## config.mk

```make
export PLATFORM = sky130hd
export DESIGN_NAME = frame_loader
export DESIGN_NICKNAME = d
export VERILOG_FILES = /design/src/rtl/frame_loader.sv
export SDC_FILE = /design/constraint.sdc
export NUM_CORES = 1
export LEC_CHECK = 0
export ABC_CLOCK_PERIOD_IN_PS = 3570
export CELL_PAD_IN_SITES_DETAIL_PLACEMENT = 0
export CELL_PAD_IN_SITES_GLOBAL_PLACEMENT = 1
export CORE_ASPECT_RATIO = 0.7
export CORE_MARGIN = 5
export CORE_UTILIZATION = 50
export CTS_CLUSTER_DIAMETER = 150
export CTS_CLUSTER_SIZE = 40
export DETAILED_ROUTE_END_ITERATION = 8
export PLACE_DENSITY_LB_ADDON = 0.08
export SLEW_MARGIN = 25
export SYNTH_ARGS = -nofsm -noshare
export SYNTH_HDL_FRONTEND = slang
export SYNTH_SLANG_ARGS = --single-unit
```

## constraint.sdc

```tcl
create_clock -name i_clk -period 3.57 [get_ports i_clk]
set_clock_uncertainty 0.05 [all_clocks]
set_input_delay 0.714 -clock i_clk [delete_from_list [all_inputs] [get_ports i_clk]]
set_output_delay 0.714 -clock i_clk [all_outputs]
set_load 0.01 [all_outputs]
```

## src/rtl/frame_loader.sv

```systemverilog
// UART (8N1) frame receiver: sync byte 0xA5 followed by 12-bit channel values
// packed two per three bytes, written sequentially into a framebuffer.
module frame_loader #(
  parameter int c_ledboards    = 30,
  parameter int c_bpc          = 12,
  parameter int c_div          = 16,
  parameter int c_timeout_bits = 40
) (
  input  logic                                i_clk,
  input  logic                                i_rst_n,
  input  logic                                i_rx,
  output logic                                o_wen,
  output logic [$clog2(c_ledboards*32)-1:0]   o_waddr,
  output logic [c_bpc-1:0]                    o_wdata,
  output logic                                o_frame_done,
  output logic                                o_err
);

  localparam int C_CHANNELS = c_ledboards * 32;
  localparam int AW         = $clog2(C_CHANNELS);
  localparam int TMO        = c_timeout_bits * c_div;
  localparam int TW         = $clog2(TMO + 1);

  localparam logic [7:0]    HALF_M1 = 8'(c_div / 2 - 1);
  localparam logic [7:0]    BIT_M1  = 8'(c_div - 1);
  localparam logic [AW-1:0] LAST    = AW'(C_CHANNELS - 1);
  localparam logic [TW-1:0] TMO_M1  = TW'(TMO - 1);

  typedef enum logic [1:0] {R_IDLE, R_START, R_DATA, R_STOP} rx_state_t;
  typedef enum logic [1:0] {S_SYNC, S_B0, S_B1, S_B2} fr_state_t;

  logic            rx_s1_q, rx_s2_q, rx_prev_q;
  rx_state_t       rx_state_q, rx_state_d;
  logic [7:0]      cnt_q, cnt_d;
  logic [2:0]      bit_q, bit_d;
  logic [7:0]      sh_q, sh_d;
  logic            strobe, ferr, tmo;

  fr_state_t       fr_q, fr_d;
  logic [AW-1:0]   addr_q, addr_d;
  logic [7:0]      b0_q, b0_d, b1_q, b1_d;
  logic [TW-1:0]   tcnt_q, tcnt_d;
  logic            wen_q, wen_d, done_q, done_d;
  logic [AW-1:0]   waddr_q, waddr_d;
  logic [c_bpc-1:0] wdata_q, wdata_d;
  logic            wr;
  logic [c_bpc-1:0] wval;

  always_ff @(posedge i_clk or negedge i_rst_n) begin
    if (!i_rst_n) begin
      rx_s1_q   <= 1'b1;
      rx_s2_q   <= 1'b1;
      rx_prev_q <= 1'b1;
    end else begin
      rx_s1_q   <= i_rx;
      rx_s2_q   <= rx_s1_q;
      rx_prev_q <= rx_s2_q;
    end
  end

  always_comb begin
    rx_state_d = rx_state_q;
    cnt_d      = cnt_q;
    bit_d      = bit_q;
    sh_d       = sh_q;
    strobe     = 1'b0;
    ferr       = 1'b0;
    case (rx_state_q)
      R_IDLE: begin
        if (rx_prev_q && !rx_s2_q) begin
          rx_state_d = R_START;
          cnt_d      = HALF_M1;
        end
      end
      R_START: begin
        if (cnt_q != '0) cnt_d = cnt_q - 8'd1;
        else if (rx_s2_q) rx_state_d = R_IDLE;
        else begin
          rx_state_d = R_DATA;
          cnt_d      = BIT_M1;
          bit_d      = '0;
        end
      end
      R_DATA: begin
        if (cnt_q != '0) cnt_d = cnt_q - 8'd1;
        else begin
          sh_d  = {rx_s2_q, sh_q[7:1]};
          cnt_d = BIT_M1;
          if (bit_q == 3'd7) rx_state_d = R_STOP;
          else bit_d = bit_q + 3'd1;
        end
      end
      default: begin
        if (cnt_q != '0) cnt_d = cnt_q - 8'd1;
        else begin
          rx_state_d = R_IDLE;
          if (rx_s2_q) strobe = 1'b1;
          else ferr = 1'b1;
        end
      end
    endcase
  end

  // A strobe in the same cycle as the timeout threshold counts as activity.
  assign tmo = (fr_q != S_SYNC) && (tcnt_q == TMO_M1) && !strobe;

  always_comb begin
    fr_d    = fr_q;
    addr_d  = addr_q;
    b0_d    = b0_q;
    b1_d    = b1_q;
    tcnt_d  = '0;
    wen_d   = 1'b0;
    done_d  = 1'b0;
    waddr_d = waddr_q;
    wdata_d = wdata_q;
    wr      = 1'b0;
    wval    = wdata_q;
    if (fr_q != S_SYNC && !strobe) tcnt_d = tcnt_q + TW'(1);
    if (strobe) begin
      case (fr_q)
        S_SYNC: if (sh_q == 8'hA5) fr_d = S_B0;
        S_B0: begin
          b0_d = sh_q;
          fr_d = S_B1;
        end
        S_B1: begin
          b1_d = sh_q;
          wr   = 1'b1;
          wval = {b0_q, sh_q[7:4]};
          fr_d = S_B2;
        end
        default: begin
          wr   = 1'b1;
          wval = {b1_q[3:0], sh_q};
          fr_d = S_B0;
        end
      endcase
    end
    if (wr) begin
      wen_d   = 1'b1;
      waddr_d = addr_q;
      wdata_d = wval;
      if (addr_q == LAST) begin
        done_d = 1'b1;
        fr_d   = S_SYNC;
        addr_d = '0;
      end else begin
        addr_d = addr_q + AW'(1);
      end
    end
    if (ferr || tmo) begin
      fr_d   = S_SYNC;
      addr_d = '0;
      tcnt_d = '0;
    end
  end

  always_ff @(posedge i_clk or negedge i_rst_n) begin
    if (!i_rst_n) begin
      rx_state_q <= R_IDLE;
      cnt_q      <= '0;
      bit_q      <= '0;
      sh_q       <= '0;
      fr_q       <= S_SYNC;
      addr_q     <= '0;
      b0_q       <= '0;
      b1_q       <= '0;
      tcnt_q     <= '0;
      wen_q      <= 1'b0;
      done_q     <= 1'b0;
      waddr_q    <= '0;
      wdata_q    <= '0;
    end else begin
      rx_state_q <= rx_state_d;
      cnt_q      <= cnt_d;
      bit_q      <= bit_d;
      sh_q       <= sh_d;
      fr_q       <= fr_d;
      addr_q     <= addr_d;
      b0_q       <= b0_d;
      b1_q       <= b1_d;
      tcnt_q     <= tcnt_d;
      wen_q      <= wen_d;
      done_q     <= done_d;
      waddr_q    <= waddr_d;
      wdata_q    <= wdata_d;
    end
  end

  assign o_wen        = wen_q;
  assign o_waddr      = waddr_q;
  assign o_wdata      = wdata_q;
  assign o_frame_done = done_q;
  assign o_err        = ferr | tmo;

endmodule
```

==> flow_summary.json, run 1 <==
{
  "drtPass1Iterations": 4,
  "grt-ovfl-total": 0,
  "setup_viol": 0,
  "clock_latency_ps": 340,
  "fin_tns_setup_ps": 0,
  "slowest_stage": "clkdlybuf4s50_1",
  "clockBufferDepth": 2,
  "critPathTopFamily": "buffers and inverters",
  "crit_type": "reg -> out",
  "vias": 2972,
  "min_from": "rx_s1_q$_DFF_PN1_",
  "ff_latch_area_um2": 2056,
  "wl_per_cell_um": 15.98,
  "antenna_found_initial": 0,
  "synth_nets": 408,
  "synth_seq_cells": 82,
  "rsz0062_at_grt": "false",
  "holdPathStages": 0,
  "p_int_uw": 1787,
  "leakage_uw": 0.002097,
  "synth_cell_types": 57,
  "grt_pass1_wl_um": 14620,
  "yosysSeqAreaShare": 0.5026,
  "layout-drive-gt1-share": 0.1469,
  "fin_crit_ps": 3309,
  "cts.hold.buffers_added": 0,
  "maxCapViolations": 0,
  "crit_fanout": 6,
  "areaGrowthSynthToFinish_pct": 16.03,
  "tightest_slew_ps": 756.3,
  "crit_path_max_incr_delay_ps": 620,
  "r2r_end": "addr_q[0]$_DFFE_PN0P_",
  "synthTopCellsByArea": "dfrtp_1, mux2_2, nand2_1",
  "p_sw_frac": 0.3196,
  "peakVddDrop_uv": 317.8,
  "yosys_most_used_dff": "dfrtp_1",
  "cts_tree": "done",
  "htree_num_levels": 3,
  "clockPowerShare": 0.349,
  "nFillCells": 686,
  "max_freq_mhz": 302.2,
  "synth_cells": 392,
  "cts_setup_buffers": 0,
  "status": "finished clean",
  "worstPathRequired_ps": 2810,
  "arrival_ps": 2550,
  "drc": 0,
  "power_switching_uw": 839.4,
  "r2r_setup_slack_ps": 810,
  "r2r_start": "cnt_q[0]$_DFFE_PN0P_",
  "via_per_inst": 5.683,
  "multi_input_area_um2": 1896,
  "fin_crit_sh": 0.9270,
  "syn_area_um2": 4090,
  "die_h_um": 85.67,
  "placedCellCount": 507,
  "path_cells": "inv_1 > ha_1 > nor4b_2 > nand2_1 > o32ai_1 > clkdlybuf4s50_1",
  "ys_warn_count": 0,
  "fin_util": 0.6003,
  "clk_pin_slew_ps": 60,
  "seq_power_share": 0.401,
  "worstSetupEndpointType": "primary output",
  "drt_iter0_markers": 189,
  "synth_top_area_frac": 0.4833,
  "track_usage": 0.1770,
  "postSynthAreaPerCell_um2": 10.43,
  "placed_cell_area_um2": 4447,
  "final_cells": 523,
  "pwr_density_cell_nw_per_um2": 553.4,
  "grt_max_degree": 83,
  "ff2ff_path_depth": 8,
  "synth.largest_area_cell": "dfrtp_1",
  "place_congestion": 0.8331,
  "n_antenna_cell": 0,
  "grt_pass1_vias": 2956,
  "holdCritPathClass": "reg -> reg",
  "slew_headroom": 0.4958,
  "ios": 28,
  "async_flop_share": 1.000,
  "startpoint_type": "flop",
  "final_cell_area_um2": 4746,
  "ctsRootBufferMaster": "clkbuf_16",
  "post_cts_resize_count": 0,
  "die_w_um": 118.1,
  "hpwl_um": 5724,
  "cts_num_sinks": 82,
  "finalMaxSlewViolations": 0,
  "hold_end": "rx_s2_q$_DFF_PN1_",
  "wl_um": 8357,
  "start_util": 0.5174,
  "cts-buffers-inserted": 9,
  "synth_edf_count": 0,
  "row_count": 27,
  "io_buffers": 27,
  "die_area_um2": 10120,
  "comb_power_share": 0.250,
  "final_nets": 433,
  "hold_viol": 0,
  "ant_nets": 0,
  "path_buf_inv": 2,
  "core_um2": 7905
}
[final cells by class]
| type | instances | area share |
|---|---|---|
| clock buffers | 10 | 0.04825 |
| repair buffers | 33 | 0.06670 |
| well taps | 101 | 0.02663 |
| inverters | 15 | 0.01186 |
| clock inverters | 6 | 0.01397 |
| multi-input cells | 276 | 0.3994 |
| flip-flops and latches | 82 | 0.4332 |
[power by group through the flow]
stage	Sequential (uW)	Clock [uW]	Combinational, uW
6_report	1050	917	657
2_1_floorplan	1050	0	502
3_3_place_gp	1060	0	635
5_1_grt	1060	988	726
4_1_cts	1050	933	647
3_5_place_dp	1070	0	644
[cells in the mapped netlist (all sizes together) (4+ instances only)]
cell type / instances
dfrtp: 79
nand2: 58
mux2: 21
nor2: 20
o21ai: 19
inv: 15
mux2i: 15
ha: 13
nand3: 13
a21oi: 12
clkbuf: 12
nand4: 12
xor2: 8
buf: 7
o211ai: 7
a31oi: 6
nor3: 6
and2: 5
nor2b: 5
or3: 5
nand2b: 4
[worst max path at each step]
stage,slack (ps),end,cells past startpoint,start
2_1_floorplan,1270,o_err,6,cnt_q[0]$_DFFE_PN0P_
3_3_place_gp,650,o_err,6,cnt_q[0]$_DFFE_PN0P_
3_5_place_dp,600,o_err,6,cnt_q[0]$_DFFE_PN0P_
4_1_cts,240,o_err,6,cnt_q[0]$_DFFE_PN0P_
5_1_grt,40,o_err,6,cnt_q[1]$_DFFE_PN0P_
6_report,260,o_err,6,cnt_q[0]$_DFFE_PN0P_
[sequential cells by signal, summed over array words and instances (netlist names), 2 cells and up]
| signal | cells |
|---|---|
| rx_state_q | 2 |
| o_wdata | 12 |
| cnt_q | 8 |
| addr_q | 10 |
| sh_q | 8 |
| tcnt_q | 10 |
| bit_q | 3 |
| o_waddr | 10 |
| b0_q | 8 |
| fr_q | 2 |
| b1_q | 4 |
[stage by stage]
step	total power, uW	hold slack [ps]	setup slack (ps)
floorplan	1552	295.2	1267
global placement	1699	296.2	652.3
finish	2627	311.2	260.7
global route	2773	316.8	37.29
CTS	2631	310.5	235.1
detailed placement	1711	297.9	604.5
[per-layer routing]
layer  GRT usage  share of wire
met2      0.2624           0.44
met1      0.2545           0.50
met5           0              0
met3     0.04417          0.047
met4     0.05938          0.013
[kinds of logic (layout without fill, tap and decap cells)]
| kind of cell | after synthesis | after routing | share of synthesized area |
|---|---|---|---|
| AND/OR/NAND/NOR | 150 | 150 | 0.1955 |
| flip-flops | 82 | 82 | 0.5026 |
| AO/OA/AOI/OAI | 67 | 67 | 0.1123 |
| multiplexers | 36 | 36 | 0.09452 |
| buffers and inverters | 34 | 64 | 0.03395 |
| adder cells (fa/ha/maj) | 13 | 13 | 0.03977 |
| XOR/XNOR | 10 | 10 | 0.02141 |
[layout by cell type (no fill, tap or decap), types with 3 or more instances in the layout]
master / netlist / final
a21oi_1: 11 / 11
a31oi_1: 6 / 6
and2_1: 4 / 4
and3_1: 3 / 3
and4_1: 3 / 3
buf_4: 1 / 6
clkbuf_16: 0 / 9
clkdlybuf4s50_1: 0 / 26
dfrtp_1: 79 / 79
dfstp_2: 3 / 3
ha_1: 13 / 13
inv_1: 15 / 15
mux2_2: 21 / 21
mux2i_1: 15 / 15
nand2_1: 57 / 57
nand2b_1: 4 / 4
nand3_1: 13 / 13
nand4_1: 11 / 11
nand4b_1: 3 / 3
nor2_1: 19 / 19
nor2b_1: 5 / 5
nor3_1: 6 / 6
o2111ai_1: 3 / 3
o211ai_1: 7 / 7
o21ai_0: 19 / 19
o31ai_1: 3 / 3
or3_1: 5 / 5
or4_1: 3 / 3
xor2_1: 8 / 8
No activity file was read; power rests on OpenSTA's default activity.
==> run 2: changes to the inputs <==
- CELL_PAD_IN_SITES_DETAIL_PLACEMENT: 0 -> 1
- CELL_PAD_IN_SITES_GLOBAL_PLACEMENT: 1 -> 2
- CORE_UTILIZATION: 50 -> 42
==> flow_summary.json, run 2 (same netlist as run 1, synthesis figures left out) <==
{
  "status": "finished clean",
  "start_util": 0.4257,
  "final_nets": 435,
  "setup_slack_ps": 175.8,
  "clockBufferDepth": 2,
  "crit_fanout": 6,
  "clockPowerShare": 0.341,
  "leakage_uw": 0.002105,
  "slew_headroom": 0.6121,
  "hold_viol": 0,
  "cts.hold.buffers_added": 0,
  "maxCapViolations": 0,
  "vias": 3038,
  "htree_num_levels": 3,
  "wl_per_cell_um": 17.26,
  "tightest_slew_ps": 580.7,
  "cts_tree": "done",
  "clk_pin_slew_ps": 60,
  "peakVddDrop_uv": 318.5,
  "grt_pass1_vias": 3144,
  "ios": 28,
  "worstSetupEndpointType": "primary output",
  "place_congestion": 0.8091,
  "finalPower_uw": 2625,
  "fin_crit_sh": 0.9508,
  "placedCellCount": 536,
  "n_antenna_cell": 0,
  "power_switching_uw": 881.1,
  "arrival_ps": 2630,
  "hpwl_um": 6731,
  "io_buffers": 27,
  "startpoint_type": "flop",
  "wl_um": 9525,
  "finalMaxSlewViolations": 0,
  "layout_commonest_cell": "dfrtp_1",
  "drt_iter0_markers": 83,
  "met2_usage": 0.2631,
  "nFillCells": 1078,
  "die_w_um": 128.0,
  "pwr_density_cell_nw_per_um2": 546.6,
  "cts_setup_buffers": 0,
  "layout_common_cells": "dfrtp_1, nand2_1, clkdlybuf4s50_1, mux2_2",
  "areaGrowthSynthToFinish_pct": 17.41,
  "track_usage": 0.1701,
  "cts_num_sinks": 82,
  "grt_pass1_wl_um": 16100,
  "die_area_um2": 11840,
  "fin_tns_setup_ps": 0,
  "via_per_inst": 5.504,
  "p_sw_frac": 0.3356,
  "ctsRootBufferMaster": "clkbuf_16",
  "holdCritPathClass": "in -> async",
  "clock_latency_ps": 340,
  "crit_type": "reg -> out",
  "die_h_um": 92.57,
  "cts-buffers-inserted": 9,
  "timing.hold.ws_ps": 275.3,
  "post_cts_resize_count": 0,
  "p_int_uw": 1744,
  "row_count": 30,
  "gr-usage-met3": 0.04150,
  "setup_viol": 0,
  "largest_register_ffs": 12,
  "drc": 0,
  "antenna_found_initial": 0,
  "max_freq_mhz": 294.6,
  "core_um2": 9609,
  "fin_crit_ps": 3394,
  "grt_busiest_layer": "met2",
  "ant_nets": 0,
  "seq_power_share": 0.402,
  "final_cells": 552,
  "layout-drive-gt1-share": 0.1533,
  "dp_slack_ps": 516.6,
  "grt_max_degree": 51,
  "worstPathRequired_ps": 2810,
  "drtPass1Iterations": 4,
  "comb_power_share": 0.257,
  "grt-ovfl-total": 0,
  "grtUsageMet1": 0.2379,
  "rsz0062_at_grt": "false"
}
[run 2: cell types whose count changed in the layout (fill, tap and decap cells not counted), sizes merged]
cell	change
buf	+2
clkinv	-2
clkinvlp	+1
inv	+2
bufinv	-1
[run 2: final timing paths]
| path | start | endpoint | slack [ps] | depth (start not counted) |
|---|---|---|---|---|
| setup / recovery | cnt_q[0]$_DFFE_PN0P_ | o_err | 180 | 6 |
| hold / removal | i_rst_n | cnt_q[4]$_DFFE_PN0P_ | 280 | 1 |
| setup reg to reg | cnt_q[0]$_DFFE_PN0P_ | addr_q[0]$_DFFE_PN0P_ | 820 | 9 |
| hold reg to reg | rx_s1_q$_DFF_PN1_ | rx_s2_q$_DFF_PN1_ | 310 | 0 |
| max in group asynchronous | i_rst_n | addr_q[8]$_DFFE_PN0P_ | 2590 | 2 |
| min in group i_clk | rx_s1_q$_DFF_PN1_ | rx_s2_q$_DFF_PN1_ | 310 | 0 |
[run 2: layout make-up]
cell class	instances	area, um^2	area share
Sequential cell	82	2056	0.4281
Inverter	15	56.30	0.01172
Timing Repair Buffer	35	347.8	0.07243
Tap cell	128	160.2	0.03335
Clock buffer	10	239.0	0.04977
Clock inverter	6	47.55	0.009901
Multi-Input combinational cell	276	1896	0.3947
[run 2: per-layer routing]
metal  vias up  share of wire
li1       1464              -
met1      1534           0.50
met2        29           0.46
met3        11          0.027
met4         0          0.013
met5         -              0
[run 2: worst max-delay path: stages (launching register included)]
cell and delay [ps]:
dfrtp_1 390, inv_1 80, ha_1 250, nor4b_2 350, nand2_1 310, o32ai_1 280
clkdlybuf4s50_1 630
[run 2: metrics by stage]
stage | util | instance area (um^2)
after floorplan | - | 4090
after global placement | 0.4671 | 4488
after detailed placement | 0.4699 | 4516
after CTS | 0.4997 | 4802
after global routing | 0.4997 | 4802
final | 0.4997 | 4802
[run 2: power by group through the flow]
stage               logic [uW]  registers, uW  clock network (uW)
floorplan                  502           1050                   0
global placement           652           1060                   0
detailed placement         667           1070                   0
CTS                        674           1060                 923
global route               739           1060                 960
finish                     675           1060                 894
